===== src/rtl/vocab_matcher_pkg.sv =====
// Shared types for the vocabulary matcher: FSM state encoding and search mode.
package vocab_matcher_pkg;

   typedef enum logic [2:0] {
      IDLE     = 3'd0,
      RD       = 3'd1,
      CMP      = 3'd2,
      SKIP_RD  = 3'd3,
      SKIP_CMP = 3'd4,
      FIN      = 3'd5
   } vm_state_t;

   typedef enum logic {
      VM_EXACT  = 1'b0,
      VM_PREFIX = 1'b1
   } vm_mode_t;

endpackage


===== src/rtl/vocab_matcher.sv =====
// Walks a TERM-terminated vocabulary in a synchronous-read RAM and reports the first
// exact match or the longest word that prefixes the input string.
module vocab_matcher
   import vocab_matcher_pkg::*;
#(
   parameter int                    ADDR_WIDTH = 4,
   parameter int                    DATA_WIDTH = 8,
   parameter int                    IDX_WIDTH  = 4,
   parameter logic [DATA_WIDTH-1:0] TERM       = {DATA_WIDTH{1'b0}}
) (
   input  logic                  clk,
   input  logic                  rst_n,
   input  logic                  start,
   input  logic                  mode,
   input  logic [ADDR_WIDTH-1:0] vocab_start_addr,
   input  logic [ADDR_WIDTH-1:0] vocab_end_addr,
   input  logic [ADDR_WIDTH-1:0] input_start_addr,
   output logic [ADDR_WIDTH-1:0] addr_v,
   output logic [ADDR_WIDTH-1:0] addr_i,
   output logic                  rd_en,
   input  logic [DATA_WIDTH-1:0] val_vocab,
   input  logic [DATA_WIDTH-1:0] val_input,
   output logic                  busy,
   output logic                  done,
   output logic                  found,
   output logic [IDX_WIDTH-1:0]  match_idx,
   output logic [ADDR_WIDTH-1:0] match_len,
   output logic                  err
);

   localparam logic [ADDR_WIDTH-1:0] A_ONE   = ADDR_WIDTH'(1);
   localparam logic [ADDR_WIDTH-1:0] A_ZERO  = {ADDR_WIDTH{1'b0}};
   localparam logic [ADDR_WIDTH-1:0] LEN_MAX = {ADDR_WIDTH{1'b1}};
   localparam logic [IDX_WIDTH-1:0]  I_ONE   = IDX_WIDTH'(1);
   localparam logic [IDX_WIDTH-1:0]  I_ZERO  = {IDX_WIDTH{1'b0}};
   localparam logic [IDX_WIDTH-1:0]  IDX_MAX = {IDX_WIDTH{1'b1}};

   vm_state_t             state_q, state_d;
   vm_mode_t              mode_q, mode_d;
   logic [ADDR_WIDTH-1:0] vend_q, vend_d;
   logic [ADDR_WIDTH-1:0] istart_q, istart_d;
   logic [ADDR_WIDTH-1:0] addr_v_q, addr_v_d;
   logic [ADDR_WIDTH-1:0] addr_i_q, addr_i_d;
   logic [IDX_WIDTH-1:0]  idx_q, idx_d;
   logic [ADDR_WIDTH-1:0] len_q, len_d;
   logic                  cand_valid_q, cand_valid_d;
   logic [IDX_WIDTH-1:0]  cand_idx_q, cand_idx_d;
   logic [ADDR_WIDTH-1:0] cand_len_q, cand_len_d;
   logic                  found_q, found_d;
   logic [IDX_WIDTH-1:0]  match_idx_q, match_idx_d;
   logic [ADDR_WIDTH-1:0] match_len_q, match_len_d;
   logic                  err_q, err_d;
   logic                  rd_en_q, rd_en_d;
   logic                  busy_q, busy_d;
   logic                  done_q, done_d;

   logic                  v_term_s;
   logic                  i_term_s;
   logic                  sym_eq_s;
   logic [ADDR_WIDTH-1:0] addr_v_inc_s;
   logic                  next_word_s;
   logic                  cand_rec_s;

   assign v_term_s     = (val_vocab == TERM);
   assign i_term_s     = (val_input == TERM);
   assign sym_eq_s     = (val_vocab == val_input);
   assign addr_v_inc_s = addr_v_q + A_ONE;

   // A word ends either as a proper prefix of the input (CMP) or after a mismatch skip.
   assign next_word_s  = v_term_s && (((state_q == CMP) && !i_term_s) || (state_q == SKIP_CMP));
   assign cand_rec_s   = next_word_s && (state_q == CMP) && (mode_q == VM_PREFIX) &&
                         (len_q != A_ZERO) && (!cand_valid_q || (len_q > cand_len_q));

   // Next-state, datapath and registered-output computation.
   always_comb begin
      state_d      = state_q;
      mode_d       = mode_q;
      vend_d       = vend_q;
      istart_d     = istart_q;
      addr_v_d     = addr_v_q;
      addr_i_d     = addr_i_q;
      idx_d        = idx_q;
      len_d        = len_q;
      cand_valid_d = cand_valid_q;
      cand_idx_d   = cand_idx_q;
      cand_len_d   = cand_len_q;
      found_d      = found_q;
      match_idx_d  = match_idx_q;
      match_len_d  = match_len_q;
      err_d        = err_q;

      case (state_q)
         IDLE: begin
            if (start) begin
               mode_d       = vm_mode_t'(mode);
               vend_d       = vocab_end_addr;
               istart_d     = input_start_addr;
               addr_v_d     = vocab_start_addr;
               addr_i_d     = input_start_addr;
               idx_d        = I_ZERO;
               len_d        = A_ZERO;
               cand_valid_d = 1'b0;
               cand_idx_d   = I_ZERO;
               cand_len_d   = A_ZERO;
               found_d      = 1'b0;
               match_idx_d  = I_ZERO;
               match_len_d  = A_ZERO;
               err_d        = 1'b0;
               state_d      = (vocab_start_addr == vocab_end_addr) ? FIN : RD;
            end else begin
               state_d = IDLE;
            end
         end
         RD:      state_d = CMP;
         SKIP_RD: state_d = SKIP_CMP;
         CMP, SKIP_CMP: begin
            if (next_word_s) begin
               if (cand_rec_s) begin
                  cand_valid_d = 1'b1;
                  cand_idx_d   = idx_q;
                  cand_len_d   = len_q;
               end else begin
                  cand_valid_d = cand_valid_q;
               end
               // Running off the region exactly at a word boundary is a clean end of search.
               if (addr_v_inc_s == vend_q) begin
                  state_d = FIN;
                  if ((mode_q == VM_PREFIX) && cand_valid_d) begin
                     found_d     = 1'b1;
                     match_idx_d = cand_idx_d;
                     match_len_d = cand_len_d;
                  end else begin
                     found_d = 1'b0;
                  end
               end else if (idx_q == IDX_MAX) begin
                  err_d   = 1'b1;
                  found_d = 1'b0;
                  state_d = FIN;
               end else begin
                  addr_v_d = addr_v_inc_s;
                  addr_i_d = istart_q;
                  len_d    = A_ZERO;
                  idx_d    = idx_q + I_ONE;
                  state_d  = RD;
               end
            end else if (v_term_s) begin
               found_d     = 1'b1;
               match_idx_d = idx_q;
               match_len_d = len_q;
               state_d     = FIN;
            end else if ((state_q == SKIP_CMP) || i_term_s || !sym_eq_s) begin
               if (addr_v_inc_s == vend_q) begin
                  err_d   = 1'b1;
                  found_d = 1'b0;
                  state_d = FIN;
               end else begin
                  addr_v_d = addr_v_inc_s;
                  state_d  = SKIP_RD;
               end
            end else begin
               if ((addr_v_inc_s == vend_q) || (len_q == (LEN_MAX - A_ONE))) begin
                  err_d   = 1'b1;
                  found_d = 1'b0;
                  state_d = FIN;
               end else begin
                  addr_v_d = addr_v_inc_s;
                  addr_i_d = addr_i_q + A_ONE;
                  len_d    = len_q + A_ONE;
                  state_d  = RD;
               end
            end
         end
         FIN:     state_d = IDLE;
         default: state_d = IDLE;
      endcase

      rd_en_d = (state_d == RD) || (state_d == SKIP_RD);
      busy_d  = (state_d != IDLE) && (state_d != FIN);
      done_d  = (state_d == FIN);
   end

   // State and output registers; reset aborts any search without a done pulse.
   always_ff @(posedge clk or negedge rst_n) begin
      if (!rst_n) begin
         state_q      <= IDLE;
         mode_q       <= VM_EXACT;
         vend_q       <= A_ZERO;
         istart_q     <= A_ZERO;
         addr_v_q     <= A_ZERO;
         addr_i_q     <= A_ZERO;
         idx_q        <= I_ZERO;
         len_q        <= A_ZERO;
         cand_valid_q <= 1'b0;
         cand_idx_q   <= I_ZERO;
         cand_len_q   <= A_ZERO;
         found_q      <= 1'b0;
         match_idx_q  <= I_ZERO;
         match_len_q  <= A_ZERO;
         err_q        <= 1'b0;
         rd_en_q      <= 1'b0;
         busy_q       <= 1'b0;
         done_q       <= 1'b0;
      end else begin
         state_q      <= state_d;
         mode_q       <= mode_d;
         vend_q       <= vend_d;
         istart_q     <= istart_d;
         addr_v_q     <= addr_v_d;
         addr_i_q     <= addr_i_d;
         idx_q        <= idx_d;
         len_q        <= len_d;
         cand_valid_q <= cand_valid_d;
         cand_idx_q   <= cand_idx_d;
         cand_len_q   <= cand_len_d;
         found_q      <= found_d;
         match_idx_q  <= match_idx_d;
         match_len_q  <= match_len_d;
         err_q        <= err_d;
         rd_en_q      <= rd_en_d;
         busy_q       <= busy_d;
         done_q       <= done_d;
      end
   end

   assign addr_v    = addr_v_q;
   assign addr_i    = addr_i_q;
   assign rd_en     = rd_en_q;
   assign busy      = busy_q;
   assign done      = done_q;
   assign found     = found_q;
   assign match_idx = match_idx_q;
   assign match_len = match_len_q;
   assign err       = err_q;

endmodule


===== config.mk =====
export PLATFORM = sky130hd
export DESIGN_NAME = vocab_matcher
export DESIGN_NICKNAME = d
export VERILOG_FILES = /design/src/rtl/vocab_matcher_pkg.sv /design/src/rtl/vocab_matcher.sv
export SDC_FILE = /design/constraint.sdc
export NUM_CORES = 1
export LEC_CHECK = 0
export BUFFER_PORTS_ARGS = -buffer_cell sky130_fd_sc_hd__buf_2
export CORE_UTILIZATION = 50
export DETAILED_ROUTE_END_ITERATION = 7
export PLACE_DENSITY_LB_ADDON = 0.2
export SLEW_MARGIN = 20
export SYNTH_ARGS = -nofsm -noshare
export SYNTH_HDL_FRONTEND = slang
export SYNTH_SLANG_ARGS = --single-unit

===== constraint.sdc =====
create_clock -name clk -period 2.16 [get_ports clk]
set_input_delay 0.324 -clock clk [delete_from_list [all_inputs] [get_ports clk]]
set_output_delay 0.324 -clock clk [all_outputs]
set_load 0.005 [all_outputs]

==> results.yml <==
cells_and_area:
  synthToLayoutAreaGrowth_pct: 36.7
  fin_cells: 476
  n_antenna_cell: 0
  utilization_pct: 71.1
  finalInstanceArea_um2: 3920
  drive_gt1_share_pct: 38.9
  fillers: 412
  layout.nets: 445
placement:
  placed_area_um2: 3580
  io_buffers: 52
  place_congestion: 0.883
  post-dp-hpwl_um: 5220
  dp_cells: 462
run_status:
  status: "finished, violations left"
  violations: "setup timing"
critical_path:
  r2r_slack_ps: -80
  critical_path_arrival_ps: 2450
  cp_cell_sequence: "ha_4 -> xor2_2 -> or4b_4 -> o211a_1 -> o32ai_2 -> and3_4 -> nor2_2"
  worst-path-max-fanout: 5
  start_kind: "flop"
  end_kind: "flop"
  slowest_delay_ps: 530
  critPathKind: "flop to flop"
  cp_slowest_cell: "or4b_4"
  cp.required_ps: 2370
power:
  combPwrFrac_pct: 56.7
  p_leak_nw: 1.85
  seq_power_share_pct: 28.5
  p_sw_share_pct: 40.1
  power.density_nw_per_um2: 1240
  clkPwrFrac_pct: 14.7
  intPower_mw: 2.90
  p_sw_mw: 1.94
  ir_drop_uv: 994
timing:
  slew_viol_final: 0
  fin_crit_ps: 2240
  fin_tns_setup_ps: -246
  worstMarginPinSlew_ps: 481
  max_freq_mhz: 446
  hold_ws_ps: 207
  hold_viol: 0
  slew_headroom_pct: 67.9
  timing.final.crit_share_pct: 104
  fin_ws_ps: -80.5
  skew_ps: 14.3
  setup_viol: 8
  grt_setup_unrepaired: "true"
synth:
  synth-seq-area-share_pct: 43.7
  ys_warn_count: 0
  avgSynthCellArea_um2: 9.55
  async_flop_share_pct: 100
  ys_ff_latch: 50
  syn_inst: 300
  ys_types: 56
  ys.flop_type: "dfrtp_1"
  syn-cell-area_um2: 2870
  synth_edf_count: 0
  syn_nets: 342
floorplanning:
  die_area_um2: 6040
  die_w_um: 77.7
  boundaryPins: 53
  floorplan.initialDensity_pct: 52.0
  rows: 27
  die_y_um: 77.7
  core_um2: 5510
clock_tree:
  numCtsBuffers: 5
  htreeDepth: 2
  clk_pin_slew_ps: 100
  cts_tree: "built"
  clk_path_buf_depth: 2
  cts_root_buffer: "clkbuf_8"
  clock_sinks: 50
  clk_latency_ps: 320
grt:
  grt_pass1_vias: 2644
  antenna_found_initial: 0
  track_usage_pct: 26.1
  grt_overflow: 0
  grt_max_degree: 35
  grt_pass1_wl_um: 12300
run:
  drv_cap: 0
drt:
  wl_per_cell_um: 16.1
  drt-total-wl_um: 7660
  first_pass_iters: 4
  vias: 2654
  antenna_left: 0
  drc: 0
  vias_per_cell: 5.58
  first_iter_violations: 155
hold_path:
  hold_class: "input pin to flop"
[kinds of logic after synthesis]
kind of cell	count (synthesis)	share of synthesized area [%]
simple gates	120	22.6
compound gates	65	15.0
flops	50	43.7
xor+xnor	23	7.29
buf+inv	22	3.58
mux	10	3.49
fa+ha+maj	10	4.37
[synth_stat cells (all sizes together) (5+ instances only)]
library cell,instances,share of area (%)
xnor2,7,2.4
a211oi,5,1.3
buf,8,1.7
dfrtp,50,44
ha,10,4.4
nand2,50,6.8
nor2,18,2.8
xor2,16,4.9
a22o,9,2.8
o21ai,23,4.0
mux2i,10,3.5
nand3,20,3.5
a21oi,9,1.6
inv,10,1.3
[layout make-up]
cell class	count	area, um2	share of cell area, %
Inverter	10	37.5	0.958
Clock inverter	2	38.8	0.990
Clock buffer	6	82.6	2.11
Tap cell	72	90.1	2.30
Multi-Input combinational cell	228	1680	42.8
Timing Repair Buffer	108	736	18.8
Sequential cell	50	1250	32.0
[through the flow]
| stage | worst slack (ps) | total power, mW |
|---|---|---|
| detailed placement | -108 | 3.57 |
| finish | -80.5 | 4.84 |
| CTS | -40.8 | 4.45 |
| floorplan | -36.4 | 2.70 |
| global route | -127 | 5.13 |
| global placement | -71.4 | 3.52 |
[sequential cells by signal, summed over array words and instances, names as in the netlist, 4 cells and up]
| name | cells |
|---|---|
| addr_i | 4 |
| addr_v | 4 |
| cand_idx_q | 4 |
| cand_len_q | 4 |
| idx_q | 4 |
| istart_q | 4 |
| len_q | 4 |
| match_idx | 4 |
| match_len | 4 |
| vend_q | 4 |
[power by group through the flow]
| stage | registers [mW] | logic [mW] | clock network [mW] |
|---|---|---|---|
| final | 1.38 | 2.75 | 0.712 |
| after global routing | 1.41 | 2.97 | 0.756 |
| after CTS | 1.36 | 2.37 | 0.722 |
| after detailed placement | 1.37 | 2.20 | 0 |
| after global placement | 1.36 | 2.16 | 0 |
| after floorplan | 1.35 | 1.35 | 0 |
[per-layer routing]
layer | share of wire [%] | global-route usage, % | vias up | routed length (um)
met2 | 53 | 47.0 | 79 | 4020
met5 | 0 | 0 | - | 0
met4 | 2.4 | 7.92 | 0 | 180
met1 | 40 | 31.9 | 1288 | 3090
met3 | 4.7 | 4.12 | 20 | 356
li1 | - | - | 1267 | -
[critical path, delay by kind of cell (launching register included)]
kind | cells | cell delay, ps
compound gates | 2 | 460
fa+ha+maj | 1 | 260
simple gates | 3 | 820
flops | 1 | 440
xor+xnor | 1 | 160
[placed cells by master, fill, tap and decap left out, drive strengths merged, types with 2 or more instances in the layout]
master,instances
a211oi,5
a21boi,2
a21o,2
a21oi,9
a22o,9
a31oi,4
and3,2
buf,107
clkbuf,6
dfrtp,50
ha,10
inv,11
mux2i,10
nand2,50
nand3,20
nand4,3
nor2,18
nor2b,2
nor3,3
nor3b,4
nor4,4
nor4b,2
o21ai,23
o22ai,2
or2,2
or3,3
or4,3
or4b,2
xnor2,7
xor2,16
[worst paths after layout]
| kind | start | to | depth (start not counted) |
|---|---|---|---|
| hold / removal | mode | mode_q$_DFFE_PN0P_ | 3 |
| setup reg to reg | addr_v[1]$_DFFE_PN0P_ | busy$_DFF_PN0_ | 7 |
| setup / recovery | addr_v[1]$_DFFE_PN0P_ | busy$_DFF_PN0_ | 7 |
| max in group asynchronous | rst_n | addr_v[0]$_DFFE_PN0P_ | 3 |
| hold reg to reg | istart_q[1]$_DFFE_PN0P_ | istart_q[1]$_DFFE_PN0P_ | 2 |
| min in group asynchronous | rst_n | found$_DFFE_PN0P_ | 2 |
[what timing repair did]
action / CTS / global route
pin swaps: 0 / 7
setup endpoints to repair: 25 / 36
endpoints found under the hold margin: 16 / 0
setup buffers: 3 / 4
hold buffers: 1 / 0
gates cloned: 0 / 0
resized for setup: 9 / 27
(Power assumes the default switching activity.)
